### src/rtl/load_store_unit.sv
`default_nettype none
// ============================================================================
// Module      : load_store_unit
// Description : Single-outstanding load/store unit with byte-lane alignment,
//               load sign/zero extension, alignment checks and bus timeout.
// Revision    : 1.0 - initial release
// ============================================================================
module load_store_unit #(
    parameter int XLEN    = 64,
    parameter int ADDR_W  = 32,
    parameter int TIMEOUT = 255
) (
    input  logic                clk,
    input  logic                rst_n,
    input  logic                req_valid,
    output logic                req_ready,
    input  logic                req_write,
    input  logic [2:0]          req_type,
    input  logic [ADDR_W-1:0]   req_addr,
    input  logic [XLEN-1:0]     req_wdata,
    output logic                resp_valid,
    output logic [XLEN-1:0]     resp_rdata,
    output logic [1:0]          resp_err,
    output logic                stall,
    output logic                mem_req,
    output logic                mem_we,
    output logic [ADDR_W-1:0]   mem_addr,
    output logic [XLEN/8-1:0]   mem_be,
    output logic [XLEN-1:0]     mem_wdata,
    input  logic                mem_ack,
    input  logic [XLEN-1:0]     mem_rdata
);

    localparam int         c_BEW      = XLEN / 8;
    localparam int         c_OFFW     = $clog2(c_BEW);
    localparam logic [7:0] c_TMO_LAST = 8'(TIMEOUT - 1);

    localparam logic [1:0] c_IDLE = 2'd0;
    localparam logic [1:0] c_BUSY = 2'd1;
    localparam logic [1:0] c_RESP = 2'd2;

    localparam logic [1:0] c_ERR_OK    = 2'b00;
    localparam logic [1:0] c_ERR_ALIGN = 2'b01;
    localparam logic [1:0] c_ERR_TMO   = 2'b10;
    localparam logic [1:0] c_ERR_TYPE  = 2'b11;

    logic [1:0]          r_state;
    logic [7:0]          r_cnt;
    logic [2:0]          r_type;
    logic [c_OFFW-1:0]   r_off;
    logic                r_write;
    logic                r_reqReady;
    logic                r_stall;
    logic                r_respValid;
    logic [XLEN-1:0]     r_respRdata;
    logic [1:0]          r_respErr;
    logic                r_memReq;
    logic                r_memWe;
    logic [ADDR_W-1:0]   r_memAddr;
    logic [c_BEW-1:0]    r_memBe;
    logic [XLEN-1:0]     r_memWdata;

    logic [c_OFFW-1:0]   w_off;
    logic                w_illegal;
    logic                w_misaligned;
    logic [7:0]          w_beBase;
    logic [c_BEW-1:0]    w_be;
    logic [XLEN-1:0]     w_wdata;
    logic [ADDR_W-1:0]   w_alignedAddr;
    logic [63:0]         w_lane;
    logic                w_sx;
    logic [63:0]         w_ext;

    assign w_off         = req_addr[c_OFFW-1:0];
    assign w_illegal     = (req_type == 3'b111) ||
                           ((XLEN == 32) && ((req_type == 3'b011) || (req_type == 3'b110)));
    assign w_be          = w_beBase[c_BEW-1:0] << w_off;
    assign w_wdata       = req_wdata << {w_off, 3'b000};
    assign w_alignedAddr = {req_addr[ADDR_W-1:c_OFFW], {c_OFFW{1'b0}}};

    // Access size comes from funct3[1:0]; funct3[2] marks the unsigned loads.
    always_comb begin
        w_misaligned = 1'b0;
        w_beBase     = 8'h01;
        case (req_type[1:0])
            2'd1: begin w_misaligned = req_addr[0];      w_beBase = 8'h03; end
            2'd2: begin w_misaligned = |req_addr[1:0];   w_beBase = 8'h0F; end
            2'd3: begin w_misaligned = |req_addr[2:0];   w_beBase = 8'hFF; end
            default: begin w_misaligned = 1'b0;          w_beBase = 8'h01; end
        endcase
    end

    assign w_lane = 64'(mem_rdata >> {r_off, 3'b000});
    assign w_sx   = ~r_type[2];

    always_comb begin
        w_ext = w_lane;
        case (r_type[1:0])
            2'd0:    w_ext = {{56{w_sx & w_lane[7]}},  w_lane[7:0]};
            2'd1:    w_ext = {{48{w_sx & w_lane[15]}}, w_lane[15:0]};
            2'd2:    w_ext = {{32{w_sx & w_lane[31]}}, w_lane[31:0]};
            default: w_ext = w_lane;
        endcase
    end

    always_ff @(posedge clk) begin
        if (!rst_n) begin
            r_state     <= c_IDLE;
            r_cnt       <= '0;
            r_type      <= '0;
            r_off       <= '0;
            r_write     <= 1'b0;
            r_reqReady  <= 1'b0;
            r_stall     <= 1'b0;
            r_respValid <= 1'b0;
            r_respRdata <= '0;
            r_respErr   <= c_ERR_OK;
            r_memReq    <= 1'b0;
            r_memWe     <= 1'b0;
            r_memAddr   <= '0;
            r_memBe     <= '0;
            r_memWdata  <= '0;
        end else begin
            case (r_state)
                c_IDLE: begin
                    r_respValid <= 1'b0;
                    r_reqReady  <= 1'b1;
                    r_stall     <= 1'b0;
                    if (req_valid && r_reqReady) begin
                        r_type     <= req_type;
                        r_off      <= w_off;
                        r_write    <= req_write;
                        r_cnt      <= '0;
                        r_reqReady <= 1'b0;
                        r_stall    <= 1'b1;
                        if (w_illegal || w_misaligned) begin
                            r_state     <= c_RESP;
                            r_respValid <= 1'b1;
                            r_respRdata <= '0;
                            r_respErr   <= w_illegal ? c_ERR_TYPE : c_ERR_ALIGN;
                        end else begin
                            r_state    <= c_BUSY;
                            r_memReq   <= 1'b1;
                            r_memWe    <= req_write;
                            r_memAddr  <= w_alignedAddr;
                            r_memBe    <= w_be;
                            r_memWdata <= w_wdata;
                        end
                    end
                end
                c_BUSY: begin
                    // An ack on the final timeout cycle still completes normally.
                    if (mem_ack || (r_cnt == c_TMO_LAST)) begin
                        r_state     <= c_RESP;
                        r_respValid <= 1'b1;
                        r_respErr   <= mem_ack ? c_ERR_OK : c_ERR_TMO;
                        r_respRdata <= (mem_ack && !r_write) ? w_ext[XLEN-1:0] : '0;
                        r_memReq    <= 1'b0;
                        r_memWe     <= 1'b0;
                        r_memAddr   <= '0;
                        r_memBe     <= '0;
                        r_memWdata  <= '0;
                    end else begin
                        r_cnt <= r_cnt + 8'd1;
                    end
                end
                c_RESP: begin
                    r_state     <= c_IDLE;
                    r_respValid <= 1'b0;
                    r_reqReady  <= 1'b1;
                    r_stall     <= 1'b0;
                end
                default: begin
                    r_state <= c_IDLE;
                end
            endcase
        end
    end

    assign req_ready  = r_reqReady;
    assign stall      = r_stall;
    assign resp_valid = r_respValid;
    assign resp_rdata = r_respRdata;
    assign resp_err   = r_respErr;
    assign mem_req    = r_memReq;
    assign mem_we     = r_memWe;
    assign mem_addr   = r_memAddr;
    assign mem_be     = r_memBe;
    assign mem_wdata  = r_memWdata;

endmodule
`default_nettype wire

### config.mk
export PLATFORM = sky130hd
export DESIGN_NAME = load_store_unit
export DESIGN_NICKNAME = d
export VERILOG_FILES = /design/src/rtl/load_store_unit.sv
export SDC_FILE = /design/constraint.sdc
export NUM_CORES = 1
export LEC_CHECK = 0
export CAP_MARGIN = 40
export CORE_MARGIN = 1.5
export CORE_UTILIZATION = 51
export CTS_BUF_LIST = sky130_fd_sc_hd__clkbuf_4
export DETAILED_ROUTE_END_ITERATION = 12
export MAX_ROUTING_LAYER = met4
export PLACE_DENSITY = 0.95
export SETUP_SLACK_MARGIN = 0.02
export SYNTH_ARGS = -nofsm -noshare
export SYNTH_HDL_FRONTEND = slang
export SYNTH_SLANG_ARGS = --single-unit
### constraint.sdc
create_clock -name clk -period 3.4 [get_ports clk]
set_input_delay 0.68 -clock clk [delete_from_list [all_inputs] [get_ports clk]]
set_output_delay 0.68 -clock clk [all_outputs]
set_load 0.02 [all_outputs]
==> out/qor.txt, run 1 <==
Status - completed
Tcrit/Tclk final - 82.8%
CTS resizes - 0
Vias - 10600
R2R setup slack - 0.58 ns
Cell family with most CP delay - simple AND/OR/NAND/NOR gates
CP endpoint kind - register
Die area - 20600 µm²
DP Wirelength - 29.0 mm
Max_slew headroom - 46.7%
Worst R2R End - resp_rdata[54]$_SDFFE_PN0P_
Cell count after synthesis - 1098
Yosys warnings - 0
Grt ovf - 0
Antenna violations before repair - 4
Final max-slew violation count - 0
Switching share of total power - 38.4%
Nets - 1558
Vias in the first global route - 10400
Cell variety after synth - 66
Area Growth Syn to Fin - 38.4%
H-tree Lvls - 4
Largest net degree at the start of global routing - 79
Power per cell area - 456 nW/µm²
Flop pwr share - 39.5%
Setup TNS - 0 ns
Dpl cell area - 13600 µm²
Pleak - 4.98 nW
CTS Hold Bufs - 0
Wire per inst - 23.4 µm
Final setup fails - 0
# IOs - 343
Gr busiest metal - met2
Clock sink count - 189
Dominant cell type by area after synthesis - dfxtp_1
Synth top area cells - dfxtp_1 (38%), mux2i_1 (9.8%), mux4_2 (5.4%)
Fin crit period - 2.82 ns
Synth Cell Area - 10100 µm²
Crit path max fanout - 34
Reg-to-Reg Start - r_state[0]$_SDFFE_PN0P_
Global-route wire length before repair - 58.3 mm
Post-CTS Repair Setup Buffers - 0
Core Area - 19400 µm²
CTS tree - built
Routability cong. - 1.03
Clock power share - 21.5%
Row count - 51
Combinational Power Share - 39.0%
CP max stage cell - ha_1
Worst-Margin Slew - 0.800 ns
Initial Utilization - 51.9%
Total global-route track usage - 38.4%
Worst Clk Skew - 0.0307 ns
Main flop type after synthesis - dfxtp_1
Cell with the most instances after synthesis - dfxtp_1
Post-synth top cells - dfxtp_1 (189), nor2_1 (123), mux2i_1 (99)
Clock Pin Slew Worst Setup and Hold Paths - 0.16 ns
Drt pass-1 iters - 8
Yosys reg bits - 189
Insertion delay to the later sink of the worst-skew pair - 0.60 ns
Layout cells sized above 1 - 9.59%
Highest Clock Rate - 355 MHz
VDD IR max - 0.258 mV
ANT nets after route - 0
Met3 Use GR - 9.73%
Worst Hold Path EP - r_off[1]$_SDFFE_PN0P_
Avg Inst Size Synth - 9.18 µm²
Buf/Inv on CP - 1
R2R cell count - 7
Net Switching - 2.44 mW
Startpoint Class - register
CTS Buf Count - 17
Post-synth EDFFs - 0
Cell-internal power - 3.92 mW
Register area share after synthesis - 37.6%
Die Width - 144 µm
Die height - 144 µm
Synth top area share - 37.6%
Data arrival, critical path - 3.35 ns
Routed wire length - 39.0 mm
I/O Buffers - 339
Clock Path Buffers - 2
Critical Path Max Stage Delay - 0.53 ns
Setup ws final - 0.584 ns
Final Hold Fails - 0
Worst slack at placement - 0.341 ns
WP data required - 3.93 ns
M1 GR Usage - 43.8%
Asr flop ratio synth - 0%
GR Util met2 - 59.6%
Cell area after layout - 13900 µm²
CP startpoint - r_state[0]$_SDFFE_PN0P_
Max-cap viol count - 0
Worst setup path class - register to register
Hold Path Stages - 3
DRC errors left - 0
Number of vias per cell - 6.37
RSZ-0062 raised after global routing - false
Hold WS - 0.422 ns
CP Cell Sequence - ha_1 -> nand2b_1 -> a41o_2 -> o2111ai_2 -> and2_2 -> buf_4 -> a22o_1
Clock root buffer - clkbuf_4
DR iter-0 viols - 1063
Hold WC Path Type - input port to register
Worst Hold Launch - req_addr[1]
worst max-delay path by stage:
stage	end	slack, ns	depth (start not counted)
floorplan	resp_rdata[62]$_SDFFE_PN0P_	0.93	9
global placement	resp_rdata[62]$_SDFFE_PN0P_	0.38	6
detailed placement	resp_rdata[54]$_SDFFE_PN0P_	0.34	7
CTS	resp_rdata[54]$_SDFFE_PN0P_	0.62	8
global route	resp_rdata[54]$_SDFFE_PN0P_	0.36	7
finish	resp_rdata[54]$_SDFFE_PN0P_	0.58	7
metrics by stage:
| step | utilization (%) | cells | power, mW |
|---|---|---|---|
| after floorplan | - | 1100 | 4.04 |
| after global placement | 70.0 | 1628 | 4.93 |
| after detailed placement | 70.2 | 1630 | 4.98 |
| after CTS | 71.8 | 1662 | 6.33 |
| after global routing | 71.9 | 1666 | 6.62 |
| final | 71.9 | 1667 | 6.36 |
worst min-delay path, stage by stage:
cell and delay [ns]:
buf_2 0.17, nand2_1 0.08, a21oi_1 0.05
layout by cell type, fill, tap and decap left out, types with 21 or more instances in the layout:
master	n
a211oi_1	21
a21oi_1	65
a22o_1	42
a22oi_1	69
buf_4	26
clkdlybuf4s50_1	337
dfxtp_1	187
mux2_2	26
mux2i_1	99
mux4_2	24
nand2_1	80
nor2_1	123
o21ai_0	41
cell type report:
| type | count | area (µm²) |
|---|---|---|
| Tap cell | 265 | 332 |
| Clock inverter | 14 | 181 |
| Sequential cell | 189 | 3790 |
| Multi-Input combinational cell | 795 | 5790 |
| Fill cell | 1469 | 5450 |
| Inverter | 11 | 42.5 |
| Antenna cell | 5 | 12.5 |
| Clock buffer | 18 | 135 |
| Timing Repair Buffer | 370 | 3670 |
flip-flops by register name, indices dropped and copies added (netlist names):
| signal | cells |
|---|---|
| r_cnt | 8 |
| mem_we | 1 |
| r_write | 1 |
| resp_err | 2 |
| resp_rdata | 64 |
| stall | 1 |
| r_type | 3 |
| req_ready | 1 |
| mem_wdata | 64 |
| r_state | 2 |
| mem_addr | 29 |
| resp_valid | 1 |
| mem_req | 1 |
| r_off | 3 |
| mem_be | 8 |
power by group through the flow:
stage	sequential, mW	combinational [mW]	clock (mW)
finish	2.51	2.48	1.37
floorplan	2.65	1.39	0
global route	2.53	2.63	1.46
detailed placement	2.55	2.43	0
global placement	2.55	2.39	0
CTS	2.51	2.44	1.38
layer usage:
metal,up-vias,part of all wire [%]
met3,185,11
met4,0,7.3
met2,776,46
met1,4991,36
li1,4662,-
met5,-,0
cells by family (layout without fill, tap and decap cells):
group,after synthesis,after routing,synth area share (%)
XOR/XNOR,7,7,0.608
AND/OR/NAND/NOR,283,283,12.6
buffers and inverters,116,413,5.14
AO/OA/AOI/OAI,345,345,24.9
flip-flops,189,189,37.6
other,1,8,0.0372
adder cells (fa/ha/maj),6,6,0.745
multiplexers,151,151,18.4
No activity file was read; power rests on OpenSTA's default activity.
==> run 2: changes to the inputs <==
--- a/config.mk
+++ b/config.mk
@@ -7,11 +7,11 @@
 export LEC_CHECK = 0
 export CAP_MARGIN = 40
 export CORE_MARGIN = 1.5
-export CORE_UTILIZATION = 51
+export CORE_UTILIZATION = 43
 export CTS_BUF_LIST = sky130_fd_sc_hd__clkbuf_4
 export DETAILED_ROUTE_END_ITERATION = 12
 export MAX_ROUTING_LAYER = met4
-export PLACE_DENSITY = 0.95
+export PLACE_DENSITY = 0.89
 export SETUP_SLACK_MARGIN = 0.02
 export SYNTH_ARGS = -nofsm -noshare
 export SYNTH_HDL_FRONTEND = slang
==> constraint.sdc (replaced) <==
create_clock -name clk -period 2.3 [get_ports clk]
set_input_delay 0.46 -clock clk [delete_from_list [all_inputs] [get_ports clk]]
set_output_delay 0.46 -clock clk [all_outputs]
set_load 0.02 [all_outputs]
==> run 2 against run 1 <==
Hold slack lost 0.071 ns. Die area grew 18%. Via count grew 0.98%. Non-clock buffer count grew 79. Count of clock-buffer cells in the layout grew 1. Global-route usage shrank 5.4 points. First-iteration DRC count shrank 11%. Maximum frequency grew 27%. Routed wire length grew 2.0%. Combinational power grew 66%. Highest routed layer unchanged.
==> out/qor.txt, run 2 (synthesized netlist as in run 1, its figures left out) <==
Die area - 24400 µm²
CP endpoint kind - register
Wire per inst - 22.2 µm
Hold WC Path Type - input port to register
Fill cells - 1842
CTS Buf Count - 17
Routed wire length - 39.8 mm
Placed cell count - 1757
CTS tree - built
Area Growth Syn to Fin - 45.5%
Nets - 1637
Drt pass-1 iters - 8
DP Wirelength - 30.5 mm
Critical Path Max Stage Delay - 0.54 ns
Initial Utilization - 44.1%
Final Non-Filler Cells - 1791
Pleak - 5.37 nW
Clock Path Buffers - 2
Most common cell after layout, fill and taps aside - clkdlybuf4s50_1
WP data required - 2.79 ns
Die Width - 156 µm
Grt ovf - 0
Max_slew headroom - 45.9%
Worst Clk Skew - 0.0231 ns
Max-cap viol count - 0
Power per cell area - 661 nW/µm²
Final setup fails - 0
Vias in the first global route - 10600
CTS resizes - 1
Fin crit period - 2.22 ns
# IOs - 343
CP max stage cell - mux4_2
H-tree Lvls - 4
Worst setup path class - register to register
VDD IR max - 0.510 mV
Insertion delay to the later sink of the worst-skew pair - 0.60 ns
Layout cells sized above 1 - 14.6%
Global-route wire length before repair - 60.1 mm
Clock Pin Slew Worst Setup and Hold Paths - 0.15 ns
Crit path max fanout - 20
CTS Hold Bufs - 0
Startpoint Class - register
Die height - 156 µm
Data arrival, critical path - 2.71 ns
Antenna violations before repair - 3
Post-CTS Repair Setup Buffers - 0
DR iter-0 viols - 941
Worst-Margin Slew - 0.811 ns
RSZ-0062 raised after global routing - true
Clock root buffer - clkbuf_4
Clock sink count - 189
Final max-slew violation count - 0
ANT nets after route - 0
CP Cell Sequence - mux2_1 -> mux4_2 -> a22oi_4 -> a31oi_4 -> buf_12 -> a22o_1
DRC errors left - 0
Status - completed
Final Hold Fails - 0
Vias - 10700
Hold WS - 0.351 ns
Number of vias per cell - 5.98
Post-layout util - 64.2%
Row count - 55
Routability cong. - 1.06
Core Area - 22800 µm²
Most frequent cells in the layout - clkdlybuf4s50_1 (336), dfxtp_1 (187), nor2_1 (121), mux2i_1 (99), buf_4 (98)
Tcrit/Tclk final - 96.5%
I/O Buffers - 339
Highest Clock Rate - 451 MHz
Largest net degree at the start of global routing - 75
Total global-route track usage - 33.0%
run 2: changes by cell type in the layout (fill, tap and decap cells not counted), sizes merged:
cell and delta:
buf +79, clkinvlp +3, inv -3, diode -2, bufinv -1, clkbuf +1
clkdlybuf4s50 -1, clkinv -1, dlymetal6s2s +1
run 2: critical path: cells and delay by family (launching register included):
kind	cells	cell delay, ns
multiplexers	2	0.91
buffers and inverters	1	0.19
AO/OA/AOI/OAI	3	0.57
flip-flops	1	0.46
run 2: area by class of cell:
| class | count | area [µm²] | area share (%) |
|---|---|---|---|
| inverters | 11 | 42.5 | 0.290 |
| repair buffers | 449 | 4350 | 29.7 |
| multi-input cells | 795 | 5800 | 39.6 |
| clock buffers | 19 | 143 | 0.973 |
| clock inverters | 12 | 138 | 0.938 |
| well taps | 313 | 392 | 2.67 |
| diodes | 3 | 7.51 | 0.0512 |
| flip-flops and latches | 189 | 3790 | 25.8 |
run 2: through the flow:
step	instance area (µm²)	total power, mW	setup TNS (ns)	setup slack [ns]
2_1_floorplan	10100	5.97	0	0.0484
3_3_place_gp	14400	7.70	-28.59	-0.289
3_5_place_dp	14400	7.77	-36.69	-0.348
4_1_cts	14600	9.65	0	0.0288
5_1_grt	14700	10.1	0	0.0186
6_report	14700	9.70	0	0.0808
run 2: worst paths after layout:
path / slack, ns / cells past startpoint / startpoint / end
setup / recovery: 0.08 / 6 / r_off[1]$_SDFFE_PN0P_ / resp_rdata[41]$_SDFFE_PN0P_
hold / removal: 0.35 / 4 / req_addr[0] / r_off[0]$_SDFFE_PN0P_
setup reg to reg: 0.08 / 6 / r_off[1]$_SDFFE_PN0P_ / resp_rdata[41]$_SDFFE_PN0P_
hold reg to reg: 0.46 / 2 / resp_rdata[7]$_SDFFE_PN0P_ / resp_rdata[7]$_SDFFE_PN0P_
run 2: metal layers:
metal  track usage [%]  part of all wire (%)  vias up
met3              7.53                    10      121
met2              53.3                    47      708
met1              38.9                    38     5053
met5                 -                     0        -
li1                  -                     -     4836
met4              15.9                   4.7        0
run 2: report_power, final:
group	total (mW)	switching (mW)	leakage (nW)	internal, mW
Combinational	4.11	2.29	3.71	1.82
Clock	1.90	1.22	0.140	0.673
Sequential	3.69	0.189	1.53	3.50
